`src/rtl/cpu_mem_pkg.sv`:
```
// Shared memory-path definitions: access size encodings (common to the load
// and store paths), lane geometry, and the store sequencer state type.
package cpu_mem_pkg;

   // Access size encodings, identical on the load and store paths
   localparam logic [1:0] SIZE_BYTE = 2'b00;
   localparam logic [1:0] SIZE_HALF = 2'b01;
   localparam logic [1:0] SIZE_WORD = 2'b10;
   localparam logic [1:0] SIZE_ILL  = 2'b11;

   // Lane geometry of a 32-bit little-endian word
   localparam int LANE_W    = 8;
   localparam int NUM_LANES = 4;

   // Lane enable patterns, bit i covers bits [8*i+7:8*i]
   localparam logic [3:0] LANE_0        = 4'b0001;
   localparam logic [3:0] LANES_LO_HALF = 4'b0011;
   localparam logic [3:0] LANES_HI_HALF = 4'b1100;
   localparam logic [3:0] LANES_ALL     = 4'b1111;

   // Store sequencer states
   typedef enum logic [2:0] {
      ST_IDLE  = 3'd0,
      ST_CHECK = 3'd1,
      ST_READ  = 3'd2,
      ST_MERGE = 3'd3,
      ST_WRITE = 3'd4,
      ST_DONE  = 3'd5
   } store_state_t;

   // True when the access cannot be performed: illegal size or bad alignment
   function automatic logic store_rejected(input logic [1:0] size,
                                           input logic [1:0] addr_lo);
      logic bad;
      bad = 1'b1;
      case (size)
         SIZE_BYTE: bad = 1'b0;
         SIZE_HALF: bad = addr_lo[0];
         SIZE_WORD: bad = (addr_lo != 2'b00);
         default:   bad = 1'b1;
      endcase
      return bad;
   endfunction

endpackage

```
`src/rtl/store_lane_merge.sv`:
```
// Combinational lane merge: overlays the narrowed store data onto an old
// memory word. Little-endian, lane 0 is bits [7:0]. Illegal size leaves the
// word untouched.
module store_lane_merge
   import cpu_mem_pkg::*;
(
   input  logic [31:0] old_word,
   input  logic [31:0] data,
   input  logic [1:0]  addr_lo,
   input  logic [1:0]  size,
   output logic [31:0] merged
);

   logic [3:0]  lane_en;
   logic [31:0] src;

   // Replicate the narrowed data across lanes, then pick lanes by enable
   always_comb begin
      lane_en = 4'b0000;
      src     = data;
      merged  = old_word;
      case (size)
         SIZE_BYTE: begin
            lane_en = LANE_0 << addr_lo;
            src     = {4{data[7:0]}};
         end
         SIZE_HALF: begin
            lane_en = addr_lo[1] ? LANES_HI_HALF : LANES_LO_HALF;
            src     = {2{data[15:0]}};
         end
         SIZE_WORD: begin
            lane_en = LANES_ALL;
            src     = data;
         end
         default: begin
            lane_en = 4'b0000;
            src     = data;
         end
      endcase
      for (int i = 0; i < NUM_LANES; i++) begin
         if (lane_en[i]) begin
            merged[i*LANE_W +: LANE_W] = src[i*LANE_W +: LANE_W];
         end
      end
   end

endmodule

```
`src/rtl/store_narrow_rmw.sv`:
```
// Store narrowing unit: writes byte/half/word stores to a word-only memory.
// Word stores write directly; sub-word stores read the word, merge the new
// lanes and write it back. Misaligned or illegal requests finish with err_o
// and never touch memory.
//
// Handshakes:
//   request : accepted on the rising edge where req_valid_i && req_ready_o;
//             req_ready_o is high only while idle, inputs are captured then.
//   memory  : mem_rd_o / mem_wr_o are held, with mem_addr_o and mem_wdata_o
//             stable, until the edge where mem_ack_i is high; ack is ignored
//             whenever neither strobe is up. The two strobes never overlap.
//   done    : done_o is a one-cycle pulse; err_o is meaningful only with it.
module store_narrow_rmw
   import cpu_mem_pkg::*;
#(
   parameter int ADDR_W = 32,
   parameter int DATA_W = 32
) (
   input  logic              clk_i,
   input  logic              rst_i,
   input  logic              req_valid_i,
   output logic              req_ready_o,
   input  logic [ADDR_W-1:0] addr_i,
   input  logic [DATA_W-1:0] data_i,
   input  logic [1:0]        size_i,
   output logic              done_o,
   output logic              err_o,
   output logic [ADDR_W-1:0] mem_addr_o,
   output logic              mem_rd_o,
   output logic              mem_wr_o,
   output logic [DATA_W-1:0] mem_wdata_o,
   input  logic [DATA_W-1:0] mem_rdata_i,
   input  logic              mem_ack_i,
   output store_state_t      state_o
);

   store_state_t      state_q, state_d;
   logic [ADDR_W-1:0] addr_q;
   logic [DATA_W-1:0] data_q;
   logic [1:0]        size_q;
   logic [DATA_W-1:0] rdata_q;
   logic [DATA_W-1:0] wdata_q;
   logic              err_q;
   logic              accept;
   logic              reject;
   logic [DATA_W-1:0] merged;

   assign accept = req_valid_i && req_ready_o;
   assign reject = store_rejected(size_q, addr_q[1:0]);

   store_lane_merge u_merge (
      .old_word (rdata_q),
      .data     (data_q),
      .addr_lo  (addr_q[1:0]),
      .size     (size_q),
      .merged   (merged)
   );

   // State register
   always_ff @(posedge clk_i) begin
      if (!rst_i) begin
         state_q <= ST_IDLE;
      end else begin
         state_q <= state_d;
      end
   end

   // Next-state logic
   always_comb begin
      state_d = state_q;
      case (state_q)
         ST_IDLE: begin
            if (req_valid_i) state_d = ST_CHECK;
         end
         ST_CHECK: begin
            if (reject)                  state_d = ST_DONE;
            else if (size_q == SIZE_WORD) state_d = ST_WRITE;
            else                          state_d = ST_READ;
         end
         ST_READ: begin
            if (mem_ack_i) state_d = ST_MERGE;
         end
         ST_MERGE: begin
            state_d = ST_WRITE;
         end
         ST_WRITE: begin
            if (mem_ack_i) state_d = ST_DONE;
         end
         ST_DONE: begin
            state_d = ST_IDLE;
         end
         default: begin
            state_d = ST_IDLE;
         end
      endcase
   end

   // Request capture, read-data latch and write-word construction
   always_ff @(posedge clk_i) begin
      if (!rst_i) begin
         addr_q  <= '0;
         data_q  <= '0;
         size_q  <= SIZE_BYTE;
         rdata_q <= '0;
         wdata_q <= '0;
         err_q   <= 1'b0;
      end else begin
         if (accept) begin
            addr_q <= addr_i;
            data_q <= data_i;
            size_q <= size_i;
         end
         if (state_q == ST_CHECK) begin
            err_q <= reject;
            if (!reject && size_q == SIZE_WORD) wdata_q <= data_q;
         end
         if (state_q == ST_READ && mem_ack_i) rdata_q <= mem_rdata_i;
         if (state_q == ST_MERGE) wdata_q <= merged;
      end
   end

   assign req_ready_o = (state_q == ST_IDLE);
   assign mem_rd_o    = (state_q == ST_READ);
   assign mem_wr_o    = (state_q == ST_WRITE);
   assign done_o      = (state_q == ST_DONE);
   assign err_o       = (state_q == ST_DONE) && err_q;
   assign mem_addr_o  = {addr_q[ADDR_W-1:2], 2'b00};
   assign mem_wdata_o = wdata_q;
   assign state_o     = state_q;

endmodule

```
`config.mk`:
```
export PLATFORM = sky130hd
export DESIGN_NAME = store_narrow_rmw
export DESIGN_NICKNAME = d
export VERILOG_FILES = /design/src/rtl/cpu_mem_pkg.sv /design/src/rtl/store_lane_merge.sv /design/src/rtl/store_narrow_rmw.sv
export SDC_FILE = /design/constraint.sdc
export NUM_CORES = 1
export LEC_CHECK = 0
export CAP_MARGIN = 20
export CORE_AREA = 2 2 117 131
export CTS_CLUSTER_DIAMETER = 80
export DETAILED_ROUTE_END_ITERATION = 16
export DIE_AREA = 0 0 119 133
export PLACE_DENSITY = 0.75
export SYNTH_ARGS = -nofsm -noshare
export SYNTH_HDL_FRONTEND = slang
export SYNTH_SLANG_ARGS = --single-unit
```
`constraint.sdc`:
```
create_clock -name clk_i -period 1.5 [get_ports clk_i]
set_input_delay 0.3 -clock clk_i [delete_from_list [all_inputs] [get_ports clk_i]]
set_output_delay 0.3 -clock clk_i [all_outputs]
set_load 0.02 [all_outputs]
```
# ---- After elaboration in Yosys (flattened, before gate mapping)
# Index checks and enable logic that the tools add are counted.
dict set report word_totals {
  output_inout_bits 72
  inputBits 102
  ff_bits 134
  wordCells 47
}
dict set report op_classes {
  reduce_logical 12
  n_eq_ne 10
  muxes 17
  shifts 1
}
# op n
set ops {}
lappend ops {{32-bit 2-to-1 mux} 3}
lappend ops {{32-bit one-hot mux with 2 select lines} 1}
lappend ops {{8-bit 2-to-1 mux} 4}
lappend ops {{3-bit 2-to-1 mux} 5}
lappend ops {{3-bit one-hot mux with 5 select lines} 1}
lappend ops {{4-bit one-hot mux with 3 select lines} 1}
lappend ops {{3-bit by 2-bit equality test with 1-bit output, second input constant} 2}
lappend ops {{3-bit equality test, second input constant} 2}
lappend ops {{2-bit nonzero test} 3}
lappend ops {{1-bit logical AND} 4}
lappend ops {{4-bit 2-to-1 mux} 1}
lappend ops {{2-bit by 1-bit inequality test with 1-bit output, second input constant} 2}
lappend ops {{1-bit by 2-bit << shifter with 4-bit output, first input constant} 1}
lappend ops {{3-bit by 1-bit equality test with 1-bit output, second input constant} 1}
lappend ops {{3-bit logical NOT} 1}
lappend ops {{1-bit one-hot mux with 3 select lines} 1}
lappend ops {{3-bit AND reduction} 1}
lappend ops {{2-bit by 1-bit equality test with 1-bit output, second input constant} 1}
lappend ops {{2-bit equality test, second input constant} 1}
lappend ops {{2-bit logical NOT} 1}
lappend ops {{2-bit inequality test, second input constant} 1}
lappend ops {{2-bit AND reduction} 1}
lappend ops {{1-bit logical NOT} 1}

# ---- Depth between registers and ports, before layout
dict set report depth {
  ltp_word 7
  mapped_depth 7
  ltp_nobuf 4
}

# ---- Cells and area by module
# Synthesis repeated with hierarchy kept, for this count alone.
dict set report hier_totals {
  hier_cells 760
  hier_area_um2 6179.7
}
# module cells_each area_per_inst_um2 n_inst seq_area_each_um2
set modules_own_cells {}
lappend modules_own_cells {store_narrow_rmw 682 5386.4 1 2682.6}
lappend modules_own_cells {store_lane_merge 78 793.3 1 0.0}

# ---- Worst setup path after synthesis
# Ideal clock, no wire load.
dict set report synth_path {
  kind {register to register}
  start {reg state_q[2], in the netlist state_o[2]}
  end {reg size_q[0]}
  path_slack_ns -0.501
  t_arrival_ns 1.925
  t_required_ns 1.424
  stages_incl_launch_ff 8
  path_buffers 3
  setup_time_ns 0.076
  cell_sequence {dfxtp_1 buf_2 nor3_1 and2_1 buf_2 buf_2 nand2_1 a21boi_0}
}
dict set report synth_via {
  elab_chain_cells 2
}
# item line
set synth_rtl {}
lappend synth_rtl {{from (decl)} store_narrow_rmw.sv:37} ;# store_state_t state_q, state_d;
lappend synth_rtl {{from (signal assigned)} store_narrow_rmw.sv:64} ;# state_q <= state_d;
lappend synth_rtl {{3-bit logical NOT} store_narrow_rmw.sv:122} ;# assign req_ready_o = (state_q == ST_IDLE);
lappend synth_rtl {{named net req_ready_o} store_narrow_rmw.sv:22} ;# output logic req_ready_o,
lappend synth_rtl {{1-bit logical AND} store_narrow_rmw.sv:48} ;# assign accept = req_valid_i && req_ready_o;
lappend synth_rtl {{to (signal assigned)} store_narrow_rmw.sv:111} ;# size_q <= size_i;
lappend synth_rtl {{to (decl)} store_narrow_rmw.sv:40} ;# logic [1:0] size_q;
# The timed path passes the listed nets, and every way through them passes these cells.
# A chain may end at the register's enable or synchronous reset.

# ---- Worst setup path after layout
dict set report layout_path {
  start {reg addr_q[1]}
  end {reg wdata_q[27], in the netlist mem_wdata_o[27]}
}
dict set report layout_via {
  elab_chain_cells 6
  word_cells_on_any_way 11
  cone_classes {shift: 1; mux: 5; reduce/logical: 5}
}
# item line
set layout_rtl {}
lappend layout_rtl {{from (decl)} store_narrow_rmw.sv:38} ;# logic [ADDR_W-1:0] addr_q;
lappend layout_rtl {{from (signal assigned)} store_narrow_rmw.sv:109} ;# addr_q <= addr_i;
lappend layout_rtl {{2-bit nonzero test} cpu_mem_pkg.sv:39} ;# SIZE_WORD: bad = (addr_lo != 2'b00);
lappend layout_rtl {{1-bit one-hot mux with 3 select lines} cpu_mem_pkg.sv:36} ;# case (size)
lappend layout_rtl {{1-bit logical NOT} store_narrow_rmw.sv:115} ;# if (!reject && size_q == SIZE_WORD) wdata_q <= data_q;
lappend layout_rtl {{1-bit logical AND} store_narrow_rmw.sv:115}
lappend layout_rtl {{2-bit nonzero test (no source line)} -}
lappend layout_rtl {{2-bit AND reduction (no source line)} -}
lappend layout_rtl {{to (signal assigned)} store_narrow_rmw.sv:115}
lappend layout_rtl {{to (signal assigned)} store_narrow_rmw.sv:118} ;# if (state_q == ST_MERGE) wdata_q <= merged;
lappend layout_rtl {{to (decl)} store_narrow_rmw.sv:42} ;# logic [DATA_W-1:0] wdata_q;
# Several ways; a longest one is shown, not always the timed one.

==> results.json <==
{
  "die_w_um": 119,
  "dp.cells": 1076,
  "critPathArrivalTime_ns": 2.04,
  "drive_gt1_share_pct": 26.79,
  "grt_pass1_vias": 5778,
  "portBuffers": 171,
  "grt_antenna_before_repair": 0,
  "first_pass_iters": 5,
  "cts_tree": "yes",
  "grt_start_max_net_pins": 56,
  "coreArea_mm2": 0.01464,
  "min_path_type": "in2reg",
  "finClkSkew_ns": 0.006939,
  "period_minus_slack_ns": 1.694,
  "failed_checks": "negative setup slack",
  "pin_count": 174,
  "syn_area_mm2": 0.006133,
  "yosysTopAreaCell": "dfxtp_1",
  "rsz0062_at_grt": "yes",
  "cp_slowest_cell": "or4b_4",
  "power_frac_seq_pct": 34.9,
  "p_per_area_mw_per_mm2": 1210,
  "p_clk_share_pct": 35.2,
  "fin_nets": 1037,
  "clock_latency_ns": 0.42,
  "placementRows": 47,
  "vias_per_cell": 5.398,
  "worstPathCellList": "or4b_4 -> a21oi_4 -> buf_12 -> clkbuf_16 -> o21ai_2 -> a31oi_1",
  "seq_area_frac_synth_pct": 43.74,
  "fin_tns_setup_ns": -8.978,
  "hpwl_um": 12480,
  "floorplan.initialDensity_pct": 41.89,
  "numCtsBuffers": 17,
  "clock-sinks": 134,
  "p_leak_nw": 3.989,
  "place_area_mm2": 0.008249,
  "switching_share_pct": 30.39,
  "hold_viol_final": 0,
  "wl_per_cell_um": 17.85,
  "crit_fanout": 6,
  "design_area_mm2": 0.009925,
  "setup_viol": 87,
  "power.switching_mw": 3.649,
  "ys.warnings.count": 0,
  "cts_hold_buf": 0,
  "synth_edf_count": 0,
  "vias": 6175,
  "htreeDepth": 4,
  "antennaDiodeCount": 0,
  "die_area_mm2": 0.01583,
  "track_usage_pct": 23.41,
  "max-vdd-ir-drop_uv": 828.2,
  "synth.area.top_cells": "dfxtp_1, nand2_1, a21boi_0",
  "cts_buffer_depth": 2,
  "critPathKind": "reg2reg",
  "yosysMostFrequentCell": "nand2_1",
  "syn-instance-count": 741,
  "yosys.cell_types.count": 42,
  "overflow": 0,
  "async_flop_share_pct": 0,
  "synth_common_cells": "nand2_1, dfxtp_1, a21boi_0, o21ai_0, clkbuf_1",
  "regToRegStartpoint": "addr_q[1]",
  "drc": 0,
  "required_ns": 1.84,
  "ys_seq_elements": 134,
  "intPower_mw": 8.356,
  "critPathLaunch": "addr_q[1]",
  "slowest_delay_ns": 0.54,
  "gp_congestion": 0.8600,
  "die_h_um": 133,
  "fin_cells": 1144,
  "synth_ff_type": "dfxtp_1",
  "avgSynthCellArea_um2": 8.277,
  "setup_ws_ns": -0.1945,
  "grt_pass1_wl_um": 29200,
  "period_share_pct": 113.0,
  "critPathCaptureType": "register",
  "hp-start": "rst_i",
  "synthToLayoutAreaGrowth_pct": 61.81,
  "clkSlewWorstSetupHoldPaths_ns": 0.06,
  "synth_top_area_share_pct": 43.74,
  "total_power_mw": 12.00,
  "dr.first_iter.drc_count": 443,
  "max_cap_viol_count": 0,
  "power_frac_comb_pct": 29.9,
  "worstSetupStartpointType": "register",
  "maxSlewViolCount": 0,
  "ant_nets": 0,
  "totalWireLength_um": 20420,
  "fmax_mhz": 590.1,
  "status": "finished, violations left",
  "cts_root_buf": "clkbuf_16"
}
## metal layers
metal | GRT usage, % | up-vias | routed length [um]
li1 | - | 2914 | -
met1 | 28.16 | 2883 | 8186
met2 | 38.67 | 299 | 9858
met3 | 5.431 | 79 | 1448
met4 | 12.63 | 0 | 927
met5 | 0 | - | 0
## timing repair
action	in CTS	in global routing
gates resized for setup	168	161
setup endpoints to repair	112	126
pin swaps	6	64
buffers inserted	9	15
gates cloned	4	11
## final cells by class
class | instances | area (um2)
multi-input combinational | 508 | 3428
inverter | 4 | 15.01
clock buffer | 22 | 484.2
fill | 1085 | 4718
tap | 196 | 245.2
sequential | 134 | 2701
clock inverter | 10 | 120.1
timing repair buffer | 270 | 2930
## power by group through the flow
stage                     registers, mW  logic (mW)  clock network [mW]
final                              4.19        3.59                4.22
after global routing               4.22        3.81                4.41
after CTS                          4.16        2.90                4.26
after detailed placement           4.23        2.64                   0
after global placement             4.23        2.60                   0
after floorplan                    4.25        1.48                   0
## registers in the layout, indices dropped and copies added (netlist names)
name,count
rdata_q,32
state_o,3
addr_q,32
size_q,2
data_q,32
mem_wdata_o,32
err_q,1
## cells in the final DEF, fill, tap and decap left out, types with 22 or more instances in the layout
cell             instances
a21boi_1                44
dlygate4sd2_1           61
nand2_4                 22
a21boi_2                26
clkdlybuf4s50_1        100
dfxtp_1                127
a21boi_0                36
nand2_1                175
buf_4                   52
clkbuf_16               26
o21ai_0                 26
## cells by family after synthesis
group / after synthesis / share of synthesized area, %
and+or+nand+nor: 263 / 18.87
other: 1 / 0.06114
muxes: 25 / 4.223
DFF: 134 / 43.74
AOI/OAI and AO/OA: 218 / 24.48
buffers and inverters: 100 / 8.629
## critical path: cells and delay by family, from the launching register on
family	cells	cell delay (ns)
AOI/OAI and AO/OA	3	0.41
buffers and inverters	2	0.33
and+or+nand+nor	1	0.54
DFF	1	0.32
## worst paths after layout
path | endpoint | slack (ns) | cells after the start
hold reg to reg | addr_q[30] | 0.44 | 2
setup / recovery | mem_wdata_o[27] | -0.19 | 6
setup reg to reg | mem_wdata_o[27] | -0.19 | 6
hold / removal | mem_wdata_o[23] | 0.35 | 4
## per-stage QoR
stage	hold WS [ns]	setup slack (ns)	util (%)
after floorplan	0.4348	-0.08185	-
after global placement	0.4484	-0.1818	56.34
after detailed placement	0.4549	-0.1951	56.34
after CTS	0.3576	-0.1816	62.12
after global routing	0.3649	-0.2237	67.78
final	0.3492	-0.1945	67.78
No activity file was read; power rests on OpenSTA's default activity.
